==> src/rtl/pipe_ctrl_pkg.sv <==
// Shared definitions for the pipeline control unit: stall encodings, exception codes, FSM states.
package pipe_ctrl_pkg;

    localparam logic [5:0] STALL_NONE = 6'b000000;
    localparam logic [5:0] STALL_ID   = 6'b000111;
    localparam logic [5:0] STALL_EX   = 6'b001111;
    localparam logic [5:0] STALL_MEM  = 6'b011111;

    localparam logic [31:0] EXC_INT          = 32'h0000_0001;
    localparam logic [31:0] EXC_SYSCALL      = 32'h0000_0008;
    localparam logic [31:0] EXC_INST_INVALID = 32'h0000_000A;
    localparam logic [31:0] EXC_OV           = 32'h0000_000C;
    localparam logic [31:0] EXC_TRAP         = 32'h0000_000D;
    localparam logic [31:0] EXC_ERET         = 32'h0000_000E;

    localparam int unsigned REFILL_CNT_W = 4;
    localparam int unsigned WDOG_CNT_W   = 16;

    typedef enum logic {
        ST_RUN    = 1'b0,
        ST_REFILL = 1'b1
    } state_e;

    // The deepest requesting stage freezes itself and everything upstream of it.
    function automatic logic [5:0] stall_encode(input logic id, input logic ex, input logic mem);
        if (mem) begin
            return STALL_MEM;
        end else if (ex) begin
            return STALL_EX;
        end else if (id) begin
            return STALL_ID;
        end
        return STALL_NONE;
    endfunction

endpackage

==> src/rtl/pipe_ctrl_wdog.sv <==
// Stall watchdog: counts consecutive stalled cycles and fires a one-cycle flush request
// the cycle after the limit is reached.
module pipe_ctrl_wdog
    import pipe_ctrl_pkg::*;
#(
    parameter int unsigned WDOG_LIMIT = 1024
) (
    input  logic clk,
    input  logic rst,
    input  logic stalled,
    input  logic flush,
    output logic fire
);

    localparam logic [WDOG_CNT_W-1:0] LIMIT_M1 = WDOG_CNT_W'(WDOG_LIMIT - 1);

    logic [WDOG_CNT_W-1:0] cnt_q, cnt_d;
    logic                  fire_q, fire_d;

    always_comb begin
        cnt_d  = '0;
        fire_d = 1'b0;
        if (stalled && !flush) begin
            cnt_d  = cnt_q + 1'b1;
            fire_d = (cnt_q == LIMIT_M1);
        end
    end

    always_ff @(posedge clk) begin
        if (rst) begin
            cnt_q  <= '0;
            fire_q <= 1'b0;
        end else begin
            cnt_q  <= cnt_d;
            fire_q <= fire_d;
        end
    end

    assign fire = fire_q;

endmodule

==> src/rtl/pipe_ctrl.sv <==
// Pipeline control: stall merge, exception flush / new_pc, post-flush refill FSM, flush counter.
// Optional stall watchdog is built when STALL_WDOG_EN is defined.
module pipe_ctrl
    import pipe_ctrl_pkg::*;
#(
    parameter logic [31:0] EXC_VECTOR    = 32'h0000_0020,
    parameter int unsigned REFILL_CYCLES = 4,
    parameter int unsigned WDOG_LIMIT    = 1024
) (
    input  logic        clk,
    input  logic        rst,
    input  logic        stallreq_from_id,
    input  logic        stallreq_from_ex,
    input  logic        stallreq_from_mem,
    input  logic [31:0] excepttype_i,
    input  logic [31:0] cp0_epc_i,
    output logic [5:0]  stall,
    output logic        flush,
    output logic [31:0] new_pc,
    output logic        in_refill_o,
    output logic [15:0] exc_count_o,
    output logic        wdog_timeout_o
);

    localparam logic [REFILL_CNT_W-1:0] REFILL_RELOAD = REFILL_CNT_W'(REFILL_CYCLES - 1);

    state_e                  state_q, state_d;
    logic [REFILL_CNT_W-1:0] refill_cnt_q, refill_cnt_d;
    logic [15:0]             exc_count_q, exc_count_d;
    logic                    exc_valid;
    logic                    wdog_fire;
    logic                    flush_req;

    // Interrupts are held off until the refill window has drained.
    assign exc_valid = (excepttype_i != '0) &&
                       !((state_q == ST_REFILL) && (excepttype_i == EXC_INT));
    assign flush_req = exc_valid || wdog_fire;

`ifdef STALL_WDOG_EN
    pipe_ctrl_wdog #(
        .WDOG_LIMIT (WDOG_LIMIT)
    ) u_wdog (
        .clk     (clk),
        .rst     (rst),
        .stalled (|stall),
        .flush   (flush),
        .fire    (wdog_fire)
    );
`else
    logic unused_wdog_limit;
    assign unused_wdog_limit = (WDOG_LIMIT == 0);
    assign wdog_fire         = 1'b0;
`endif

    always_comb begin
        stall  = STALL_NONE;
        flush  = 1'b0;
        new_pc = '0;
        if (!rst) begin
            if (flush_req) begin
                flush  = 1'b1;
                new_pc = (exc_valid && (excepttype_i == EXC_ERET)) ? cp0_epc_i : EXC_VECTOR;
            end else begin
                stall = stall_encode(stallreq_from_id, stallreq_from_ex, stallreq_from_mem);
            end
        end
    end

    assign in_refill_o    = !rst && (state_q == ST_REFILL);
    assign exc_count_o    = rst ? '0 : exc_count_q;
    assign wdog_timeout_o = !rst && wdog_fire && !exc_valid;

    always_comb begin
        state_d      = state_q;
        refill_cnt_d = refill_cnt_q;
        unique case (state_q)
            ST_RUN: begin
                if (flush_req) begin
                    state_d      = ST_REFILL;
                    refill_cnt_d = REFILL_RELOAD;
                end
            end
            ST_REFILL: begin
                if (flush_req) begin
                    refill_cnt_d = REFILL_RELOAD;
                end else if (refill_cnt_q == '0) begin
                    state_d = ST_RUN;
                end else begin
                    refill_cnt_d = refill_cnt_q - 1'b1;
                end
            end
            default: state_d = ST_RUN;
        endcase
    end

    assign exc_count_d = (flush_req && (exc_count_q != 16'hFFFF)) ? exc_count_q + 16'd1
                                                                  : exc_count_q;

    always_ff @(posedge clk) begin
        if (rst) begin
            state_q      <= ST_RUN;
            refill_cnt_q <= '0;
            exc_count_q  <= '0;
        end else begin
            state_q      <= state_d;
            refill_cnt_q <= refill_cnt_d;
            exc_count_q  <= exc_count_d;
        end
    end

endmodule
==> config.mk <==
export PLATFORM = sky130hd
export DESIGN_NAME = pipe_ctrl
export DESIGN_NICKNAME = d
export VERILOG_FILES = /design/src/rtl/pipe_ctrl_pkg.sv /design/src/rtl/pipe_ctrl_wdog.sv /design/src/rtl/pipe_ctrl.sv
export SDC_FILE = /design/constraint.sdc
export NUM_CORES = 1
export LEC_CHECK = 0
export CORE_ASPECT_RATIO = 0.7
export CORE_MARGIN = 3
export CORE_UTILIZATION = 40
export DETAILED_ROUTE_END_ITERATION = 8
export DONT_BUFFER_PORTS = 1
export GPL_TIMING_DRIVEN = 0
export PLACE_DENSITY = 0.58
export SKIP_LAST_GASP = 1
export SYNTH_ARGS = -nofsm -noshare
export SYNTH_HDL_FRONTEND = slang
export SYNTH_SLANG_ARGS = --single-unit
==> constraint.sdc <==
create_clock -name clk -period 2.3 [get_ports clk]
set_input_delay 0.23 -clock clk [delete_from_list [all_inputs] [get_ports clk]]
set_output_delay 0.23 -clock clk [all_outputs]
set_load 0.02 [all_outputs]
After elaboration in Yosys (flattened, before gate mapping). Index checks and enable logic that the tools add are counted.

Add/sub/neg operators: 2. Eq/ne operators: 5. Muxes and demuxes: 24. Bitwise gates (word level): 1. Reductions and logical operators: 10.

Operators by type and width (number): 32-bit 2-to-1 mux (3); 6-bit 2-to-1 mux (6); 32-bit by 1-bit == test with 1-bit output (second input constant) (1); 32-bit by 4-bit == test with 1-bit output (second input constant) (1); 32-bit nonzero test (1); 16-bit by 1-bit adder with 16-bit output (second input constant) (1); 16-bit 2-to-1 mux (1); 16-bit inequality test (second input constant) (1); 4-bit 2-to-1 mux (3); 1-bit 2-to-1 mux (9); 4-bit one-hot mux with 2 select lines (1); 1-bit logical AND (5); 4-bit zero test (1); 4-bit by 1-bit subtractor with 4-bit output (second input constant) (1); 3-bit inequality test (second input constant) (1); 1-bit zero test (2); 2-bit inequality test (second input constant) (1); 1-bit one-hot mux with 2 select lines (1); 2-bit AND reduction (1); 1-bit inverter (1).

Bits in registers: 21. Logic and storage cells: 45.

Logic depth before layout (Yosys ltp).
Depth in word-level cells: 9. Depth in mapped cells: 7.

Worst setup path before layout. No wires, ideal clock.

Path kind: input-to-output. Start: input excepttype_i[14]. End: output stall[1]. Data arrival time: 2089 ps. Required time: 2070 ps. Path slack: -19 ps. Cell stages on the path: 6. Buffers on the path: 2. Cells stage by stage: nor4_1 > nand4_1 > or3_1 > clkbuf_1 > nor3_1 > buf_4.

Word-level cells in the longest chain between the ends: 6. Elaborated cells on any way between the ends: 7. Those cells by class: 1 x eq/ne; 2 x mux; 4 x reduce/logical.

RTL lines: from (decl) (RTL line pipe_ctrl.sv:15) `input logic [31:0] excepttype_i,`; 32-bit by 1-bit == test with 1-bit output (RTL line pipe_ctrl.sv:36) `!((state_q == ST_REFILL) && (excepttype_i == EXC_INT));`; 1-bit logical AND (RTL line pipe_ctrl.sv:36); 1-bit zero test (RTL line pipe_ctrl.sv:36); 1-bit logical AND * (RTL line pipe_ctrl.sv:35) `assign exc_valid = (excepttype_i != '0) &&`; 6-bit 2-to-1 mux * (RTL line pipe_ctrl.sv:60) `if (flush_req) begin`; 6-bit 2-to-1 mux * (RTL line pipe_ctrl.sv:59) `if (!rst) begin`; to (decl) (RTL line pipe_ctrl.sv:17) `output logic [5:0] stall,`.

Mark *: on every way between the ends. The rest lies on a longest branch, timed or not.

Final worst setup path.
Start: input excepttype_i[14]. End: output flush.

Word-level cells in the longest chain between the ends: 6. Elaborated cells on any way between the ends: 7. Those cells by class: 1 x eq/ne; 2 x mux; 4 x reduce/logical.

RTL lines: 32-bit by 1-bit == test with 1-bit output (RTL line pipe_ctrl.sv:36); 1-bit logical AND (RTL line pipe_ctrl.sv:36); 1-bit zero test (RTL line pipe_ctrl.sv:36); 1-bit logical AND * (RTL line pipe_ctrl.sv:35); 1-bit 2-to-1 mux * (RTL line pipe_ctrl.sv:60); 1-bit 2-to-1 mux * (RTL line pipe_ctrl.sv:59); to (decl) (RTL line pipe_ctrl.sv:18) `output logic flush,`.

Marked as above.

==> flow_summary_export.csv <==
group,metric,value,unit
timing,fin_worst_skew,5.10,ps
final_layout,area.growth.synth_to_final,8.24,%
grt,grt_pass1_wl,6630,microns
floorplanning,fp.coreArea,3580,sq um
placed_design,hpwl,3860,microns
floorplanning,die_area,4580,sq um
route,drt-total-wl,4580,microns
placed_design,place.detailed.instances,254,
timing,period_share,0.966,
grt,first_global_vias,1301,
synthesis,synthesis.area_per_instance,7.48,sq um
critical_path,cp_max_fo,10,
floorplanning,floorplan.rows,18,
placed_design,place.gp.congestion,0.838,
critical_path,cpMaxStageDelayCell,"sky130_fd_sc_hd__nor3_1",
route,drt-pass1-iter-count,4,
clocking,worst_skew_pair.late_latency,260,ps
clocking,clock_tree.root_cell,"sky130_fd_sc_hd__clkbuf_8",
placed_design,buffer_ports.inserted,0,
timing,fin_worst_hold_slack,405,ps
final_layout,net_count_final,279,
power_and_ir_drop,cellPowerDensity,418,nW/um^2
final_layout,antenna_cells_inserted,0,
timing,maxClockFrequency,450,MHz
synthesis,synth_largest_area_cell,"sky130_fd_sc_hd__dfxtp_1",
critical_path,worst_path_largest_cell_delay,540,ps
synthesis,synthDominantCellAreaShare,0.277,
final_layout,final_cell_mix,"31 x sky130_fd_sc_hd__and2_1, 21 x sky130_fd_sc_hd__nor2_1, 21 x sky130_fd_sc_hd__dfxtp_1",
synthesis,synthDistinctLibCells,37,
clocking,htreeDepth,1,
synthesis,synth_top_cells_by_area,"sky130_fd_sc_hd__dfxtp_1 28%, sky130_fd_sc_hd__and2_1 13%, sky130_fd_sc_hd__mux2_1 6.7%, sky130_fd_sc_hd__nor2b_1 5.8%, sky130_fd_sc_hd__nor4_1 5.4%",
final_layout,layoutNonFillerInstCount,257,
critical_path,critical-path-top-cell-by-count,"sky130_fd_sc_hd__buf_2",
synthesis,synth_enable_flop_cells,0,
route,detailroute.via_count,1475,
synthesis,prevailing_post_synth_register_cell,"sky130_fd_sc_hd__dfxtp_1",
grt,antenna_violations_before_repair,0,
floorplanning,die-width,79.7,microns
clocking,clk_pin_slew_worst_paths,80,ps
synthesis,synth_warn,0,
synthesis,synth_async_reset_ratio,0,
grt,globalRoute.totalOverflow,0,
grt,maximum_number_of_pins_on_one_net_before_global_route_repair,13,
critical_path,critical_path_class,"primary input to output port",
floorplanning,i_o_pin_count,126,
timing,setup_violations,0,
synthesis,synth_area,1520,sq um
synthesis,synthesis.instances,203,
placed_design,postPlaceCellArea,1590,sq um
synthesis,share_of_the_yosys_chip_area_belonging_to_registers,0.277,
route,post-route-drc-count,0,
route,antenna_left,0,
timing,slew_violations,0,
critical_path,critPathLaunchType,"primary input",
power_and_ir_drop,power.static_leakage,0.598,nW
final_layout,post_layout_inst_area,1640,sq um
clocking,post-cts-setup-buffers,0,
timing,worst-slew-pin-transition,625,ps
floorplanning,die_boundary_height,57.6,microns
job,count_of_max_cap_constraint_violations,0,
timing,grt_setup_unrepaired,"true",
critical_path,timing.critical_path.to_type,"output port",
outcome,outcome,"finished, final reports clean",
clocking,ctsLongestPathBuffers,2,
critical_path,crit_chain,"nor4_1 -> nand4_1 -> nor3_1 -> buf_2 -> buf_2 -> nor2_1",
timing,finalWorstPathRequiredPeriod,2220,ps
floorplanning,initial_core_util,0.424,
clocking,clock_tree_from_tritoncts,"done",
synthesis,post_synthesis_register_bit_count,21,
route,number_of_drc_markers_in_iteration_0,83,
timing,slew_headroom,0.580,
clocking,cts_hold_repair.buffers,0,
clocking,numClockSinks,21,
route,routed_wire_length_per_instance,17.8,microns
timing,hold_violations,0,
clocking,clock_buffers_created_by_tritoncts,3,
final_layout,mostFrequentLayoutCell,"sky130_fd_sc_hd__and2_1",
grt,globalRouteTotalUtil,0.186,
min_path,min_path_type,"primary input to flop",
critical_path,arrival_time_of_data_at_the_critical_path_endpoint,1990,ps
final_layout,drive_gt1_frac,0.101,
power_and_ir_drop,irDropWorstVdd,252,uV
critical_path,critPathRequiredTime,2070,ps
route,route.detailed.vias_per_inst,5.74,
==> power by group <==
part           internal (W)  switching [W]   total, W
registers          0.000371     0.00000752   0.000378
logic             0.0000222      0.0000395  0.0000617
clock network      0.000121       0.000127   0.000248
==> final timing paths <==
check	from	endpoint	slack (ps)	cells past startpoint
max	excepttype_i[14]	flush	80	6
min	rst	exc_count_q[3]	410	2
max reg2reg	exc_count_q[0]	exc_count_q[6]	150	7
min reg2reg	exc_count_q[13]	exc_count_q[13]	520	2
==> stage by stage <==
step                      total power, W  utilization  setup TNS (ps)  setup WS (ps)
after floorplan                 0.000436            -               0            225
after global placement          0.000445        0.444               0           20.5
after detailed placement        0.000448        0.444           -43.2          -21.9
after CTS                       0.000698        0.459               0           38.5
after global routing            0.000722        0.459           -1900           -100
final                           0.000688        0.459               0           78.8
==> flip-flops by register name, summed over array words and instances (netlist names) <==
register	count
exc_count_q	16
refill_cnt_q	4
state_q	1
==> logic make-up (layout without fill, tap and decap cells) <==
family | count (synthesis) | count (layout) | synth area share
muxes | 9 | 9 | 0.0667
xor gates and xnor gates | 2 | 2 | 0.0115
DFF | 21 | 21 | 0.277
other | 1 | 2 | 0.00247
adders and majority gates | 2 | 2 | 0.0165
and+or+nand+nor | 126 | 126 | 0.474
AOI/OAI and AO/OA | 20 | 20 | 0.0832
buffers and inverters | 22 | 25 | 0.0684
==> worst max-delay path: cells and delay by family <==
family,cells,cell delay [ps]
buffers and inverters,2,580
and+or+nand+nor,4,1180
==> cell type report <==
class,count,area (sq um)
clock buffer,3,41.3
clock inverter,1,5.00
fill,357,1940
sequential,21,420
buffer,14,73.8
multi-input combinational,161,1010
tap,50,62.6
inverter,7,26.3
==> repair_timing <==
item,in CTS,in global routing
pin swaps,0,1
resized for setup,1,1
gates cloned,0,0
setup endpoints to repair,2,35
hold endpoints to repair,0,0
==> cell usage after synthesis, types with 2 or more instances <==
cell	n
sky130_fd_sc_hd__and2_1	31
sky130_fd_sc_hd__dfxtp_1	21
sky130_fd_sc_hd__nor2_1	21
sky130_fd_sc_hd__nor3_1	15
sky130_fd_sc_hd__nor2b_1	14
sky130_fd_sc_hd__nor4_1	13
sky130_fd_sc_hd__a21oi_1	9
sky130_fd_sc_hd__mux2_1	9
sky130_fd_sc_hd__nand2_1	8
sky130_fd_sc_hd__clkbuf_1	7
sky130_fd_sc_hd__inv_1	7
sky130_fd_sc_hd__buf_4	5
sky130_fd_sc_hd__nand3_1	5
sky130_fd_sc_hd__o21ai_0	5
sky130_fd_sc_hd__nand4_1	4
sky130_fd_sc_hd__or3_1	4
sky130_fd_sc_hd__buf_2	2
sky130_fd_sc_hd__ha_1	2
sky130_fd_sc_hd__nor3b_1	2
sky130_fd_sc_hd__or4_4	2
==> per-layer routing <==
layer	vias up	global-route usage	routed length (microns)
met4	0	0.0245	67
met5	-	0	0
met3	4	0.0473	260
li1	711	-	-
met2	43	0.282	2150
met1	717	0.271	2100
Power figures use the tool's default switching activity.
